$ cat config.mk
export PLATFORM = sky130hd
export DESIGN_NAME = sample_capture_buf
export DESIGN_NICKNAME = d
export VERILOG_FILES = /design/src/rtl/sample_capture_buf.sv
export SDC_FILE = /design/constraint.sdc
export NUM_CORES = 2
export LEC_CHECK = 0
export CORE_ASPECT_RATIO = 0.75
export CORE_MARGIN = 10
export CORE_UTILIZATION = 60
export DETAILED_ROUTE_END_ITERATION = 10
export HOLD_SLACK_MARGIN = 0.12
export PLACE_DENSITY = 0.76
export SYNTH_ARGS = -nofsm -noshare
export SYNTH_HDL_FRONTEND = slang
export SYNTH_MEMORY_MAX_BITS = 65536
export SYNTH_SLANG_ARGS = --single-unit
$ cat constraint.sdc
create_clock -name clk -period 8.85 [get_ports clk]
set_clock_uncertainty 0.2 [all_clocks]
set_input_delay 1.77 -clock clk [delete_from_list [all_inputs] [get_ports clk]]
set_output_delay 1.77 -clock clk [all_outputs]
set_load 0.01 [all_outputs]
$ cat src/rtl/sample_capture_buf.sv
// Capture buffer: after arm, records DEPTH strobed samples of din, then streams them out oldest first.
// Optional macro THRESH_TRIG_EN: capture starts only on a strobe whose saturated |din| reaches THRESH.
module sample_capture_buf #(
    parameter int DW     = 18,
    parameter int AW     = 8,
    parameter int THRESH = 1024
) (
    input  logic          clk,
    input  logic          reset,
    input  logic          sam_clk_en,
    input  logic [DW-1:0] din,
    input  logic          arm,
    input  logic          abort,
    input  logic          out_ready,
    output logic          out_valid,
    output logic [DW-1:0] out_data,
    output logic          out_last,
    output logic          busy,
    output logic          capt_done
);

    localparam int DEPTH = 2 ** AW;
`ifdef THRESH_TRIG_EN
    localparam bit THRESH_ON = 1'b1;
`else
    localparam bit THRESH_ON = 1'b0;
`endif
    localparam logic [DW-1:0] THRESH_W = DW'(THRESH);
    localparam logic [DW-1:0] MIN_NEG  = {1'b1, {(DW-1){1'b0}}};
    localparam logic [DW-1:0] MAX_POS  = {1'b0, {(DW-1){1'b1}}};

    typedef enum logic [2:0] {IDLE, ARMED, CAPTURE, PREFETCH, STREAM} state_t;

    state_t        state_reg;
    logic [AW-1:0] wr_ptr_reg;
    logic [AW-1:0] rd_ptr_reg;
    logic [AW-1:0] rd_ptr_next;
    logic [DW-1:0] mem [DEPTH];
    logic [DW-1:0] din_mag;
    logic          trig;
    logic          wr_en;
    logic          xfer;

    // Saturating magnitude: the most negative code has no positive twin.
    always_comb begin
        din_mag = din;
        if (din[DW-1]) begin
            if (din == MIN_NEG) din_mag = MAX_POS;
            else                din_mag = -din;
        end
    end

    assign trig        = sam_clk_en && (!THRESH_ON || (din_mag >= THRESH_W));
    assign wr_en       = !reset && !abort &&
                         (((state_reg == ARMED) && trig) || ((state_reg == CAPTURE) && sam_clk_en));
    assign xfer        = out_valid && out_ready;
    assign rd_ptr_next = rd_ptr_reg + 1'b1;

    always_ff @(posedge clk) begin
        if (wr_en) mem[wr_ptr_reg] <= din;
    end

    always_ff @(posedge clk) begin
        if (reset || abort) begin
            state_reg  <= IDLE;
            wr_ptr_reg <= '0;
            rd_ptr_reg <= '0;
            out_valid  <= 1'b0;
            out_data   <= '0;
            out_last   <= 1'b0;
            busy       <= 1'b0;
            capt_done  <= 1'b0;
        end else begin
            capt_done <= 1'b0;
            case (state_reg)
                IDLE: begin
                    if (arm) begin
                        state_reg <= ARMED;
                        busy      <= 1'b1;
                    end
                end
                ARMED: begin
                    if (trig) begin
                        wr_ptr_reg <= AW'(1);
                        state_reg  <= CAPTURE;
                    end
                end
                CAPTURE: begin
                    if (sam_clk_en) begin
                        wr_ptr_reg <= wr_ptr_reg + 1'b1;
                        if (wr_ptr_reg == '1) begin
                            state_reg <= PREFETCH;
                            capt_done <= 1'b1;
                        end
                    end
                end
                PREFETCH: begin
                    rd_ptr_reg <= '0;
                    out_data   <= mem[0];
                    out_valid  <= 1'b1;
                    out_last   <= 1'b0;
                    state_reg  <= STREAM;
                end
                STREAM: begin
                    // Next word is read on the transfer edge so beats stay back-to-back.
                    if (xfer) begin
                        if (out_last) begin
                            state_reg  <= IDLE;
                            busy       <= 1'b0;
                            out_valid  <= 1'b0;
                            out_last   <= 1'b0;
                            rd_ptr_reg <= '0;
                        end else begin
                            rd_ptr_reg <= rd_ptr_next;
                            out_data   <= mem[rd_ptr_next];
                            out_last   <= (rd_ptr_next == '1);
                        end
                    end
                end
                default: state_reg <= IDLE;
            endcase
        end
    end

endmodule
==> metrics.md <==
| Metric | Value |
|---|---|
| Outcome | `finished, violations left` |
| Failing checks | `DRC, capacitance limit, slew limit` |
| Post-Syn Area per Cell | `21.5 um^2` |
| CP max stage delay | `1.19 ns` |
| DRC | `1` |
| Arr. time, crit path | `7.64 ns` |
| Post-synth EDFFs | `4608` |
| Max FFs per register | `4608` |
| Routed WL | `492000 um` |
| Setup_tns | `0 ns` |
| FF+latch count, synth | `4649` |
| RSZ-0062 raised after global routing | `false` |
| Cell Pwr Density | `209 nW/um^2` |
| Synth area leader | `edfxtp_1` |
| Fin Hold WS | `0.277 ns` |
| Clock sink count | `4649` |
| Width of the die | `655 um` |
| CTS H-tree depth | `5` |
| Dominant cells by area after synthesis | `edfxtp_1 (76%), mux4_2 (14%), a21boi_0 (2.4%)` |
| Commonest cells after routing, fill and taps aside | `edfxtp_1 (4608), mux4_2 (1152), nor2b_1 (580), a21boi_0 (577), buf_4 (448)` |
| Pre-CTS setup slack | `1.93 ns` |
| Least-Margin Pin Slew | `1.56 ns` |
| 1st-iter DRT viols | `16416` |
| DPL Wire Length | `276000 um` |
| Sequential area share after synthesis | `0.768` |
| Clock Tree Buf Depth | `4` |
| CTS tree | `done` |
| Hold Path Origin | `out_data[16]$_SDFFE_PP0P_` |
| Resize count post-CTS | `0` |
| Worst VDD drop | `0.186 mV` |
| Top FF cell, synth | `edfxtp_1` |
| Initial Utilization | `0.604` |
| Total track usage | `0.302` |
| Fmax | `0.141 GHz` |
| Worst Hold Class | `flip-flop to flip-flop` |
| Slew margin rel. | `-0.0511` |
| Period utilisation layout | `0.800` |
| Largest net degree at the start of global routing | `181` |
| Core area | `300000 um^2` |
| Synth Instances | `8412` |
| Largest regs | `mem (4608), out_data (18)` |
| Clock root buffer | `clkbuf_16` |
| Die height | `496 um` |
| Synthesized cell area | `181000 um^2` |
| Fin. max-slew vios | `2` |
| Row count | `174` |
| Vias in the first global route | `92211` |
| Die area | `325000 um^2` |
| WL per Instance | `37.5 um` |
| PortBufs | `45` |
| Max-cap violations | `5` |
| Most common cell after layout, fill and taps aside | `edfxtp_1` |
| Detailed-route via count | `93446` |
| Critical path's top delay family | `compound AO/OA/AOI/OAI gates` |
| Final worst slack | `1.77 ns` |
| Critical path type | `flip-flop to flip-flop` |
| GP Congestion | `0.891` |
| Count of final setup violators | `0` |
| Hold-fix buffers at CTS | `0` |
| Gr ovfl total | `0` |
| Setup crit start | `rd_ptr_reg[0]$_SDFFE_PP0P_` |
| Ratio of cells with drive above 1 in the final layout | `0.267` |
| Post-route ant nets | `0` |
| Worst EP required | `9.41 ns` |
| Hold Violations, Final | `0` |
| R2r startpoint | `rd_ptr_reg[0]$_SDFFE_PP0P_` |
| Num CTS Buffers | `410` |
| Synth warn | `0` |
| Clk slew on worst S/H paths | `0.07 ns` |
| Critical path's slowest cell | `ha_4` |
| Area grow syn2layout | `11.8%` |
| Syn nets | `8442` |
| CP max FO | `47` |
| Biggest register | `mem` |
| Yosys top cell area share | `0.764` |
| CP endpoint kind | `flip-flop` |
| Crit path cell chain | `inv_1 -> ha_4 -> buf_4 -> mux4_2 -> a21boi_0 -> o41ai_1 -> a41oi_1 -> o31ai_1 -> nand3_1` |
| Count of boundary I/O pins | `46` |
| Critical path buffer and inverter count | `2` |
| Clock period minus worst slack | `7.08 ns` |
| CP Launch Type | `flip-flop` |
| Clock insertion delay at the later pin of the skew report | `0.95 ns` |
| Initial antenna violation count | `26` |
| Nets@finish | `8846` |
| Leakage | `62.0 nW` |
| Setup bufs post-CTS | `0` |
| Share of synthesized registers carrying an async set or reset | `0` |
| 1st-pass router iterations | `10` |
| Global-route wire length before repair | `702000 um` |
| DR vias/cell | `7.12` |
| Yosys cell types | `50` |
final cells by class:
class	count	area, um^2
tap	3960	4950
sequential	4649	139000
multi-input combinational	3216	40700
fill	17685	97600
timing repair buffer	535	4710
clock buffer	516	11000
clock inverter	228	2060
inverter	4	15.0
antenna	10	25.0
through the flow:
| step | cell area (um^2) | util | std cells | power [W] |
|---|---|---|---|---|
| after floorplan | 181000 | - | 8412 | 0.0247 |
| after global placement | 189000 | 0.631 | 12360 | 0.0251 |
| after detailed placement | 190000 | 0.631 | 12363 | 0.0251 |
| after CTS | 203000 | 0.675 | 13107 | 0.0424 |
| after global routing | 203000 | 0.675 | 13108 | 0.0432 |
| final | 203000 | 0.675 | 13118 | 0.0423 |
cells in the mapped netlist (5+ instances only):
| library cell | n |
|---|---|
| edfxtp_1 | 4608 |
| mux4_2 | 1152 |
| nor2b_1 | 580 |
| a21boi_0 | 578 |
| clkbuf_1 | 362 |
| o41ai_1 | 288 |
| nor2_1 | 257 |
| buf_2 | 142 |
| a41oi_1 | 72 |
| nor3_1 | 72 |
| nand2_1 | 58 |
| dfxtp_1 | 41 |
| nand3_1 | 35 |
| buf_1 | 23 |
| o21ai_0 | 19 |
| o31ai_1 | 19 |
| a21oi_1 | 16 |
| buf_4 | 9 |
| o21ai_1 | 8 |
| buf_6 | 6 |
| ha_1 | 6 |
| and3_1 | 5 |
worst min-delay path, cell delays in order (launching register included):
cell     delay [ns]
dfxtp_1        0.32
nand2_1        0.06
nand3_1        0.05
cells by family (layout without fill, tap and decap cells):
logic type / count (synthesis) / count (layout) / share of synthesized area
DFF: 4649 / 4649 / 0.768
muxes: 1152 / 1152 / 0.143
and+or+nand+nor: 1038 / 1038 / 0.0310
AOI/OAI and AO/OA: 1016 / 1016 / 0.0443
buffers and inverters: 547 / 1283 / 0.0128
adders and majority gates: 6 / 6 / 0.000414
xor gates and xnor gates: 4 / 4 / 0.000193
other: 0 / 10 / 0
worst paths after layout:
check                              end  slack, ns  cells after the start
max          out_data[13]$_SDFFE_PP0P_       1.77                      9
min reg2reg  out_data[16]$_SDFFE_PP0P_       0.28                      2
min          out_data[16]$_SDFFE_PP0P_       0.28                      2
max reg2reg  out_data[13]$_SDFFE_PP0P_       1.77                      9
per-layer routing:
layer	vias up	wire length, um	global-route usage
met4	32	23100	0.118
met5	-	190	0
met3	1082	76400	0.0974
met2	7648	219000	0.436
li1	36065	-	-
met1	48619	173000	0.436
report_power, final:
group	internal, W	leakage, nW	switching, W
Sequential	0.0242	41.7	0.00000244
Combinational	0.0000282	13.9	0.000420
Clock	0.00982	6.35	0.00782
Note: power is estimated with default switching activity, not from simulation.
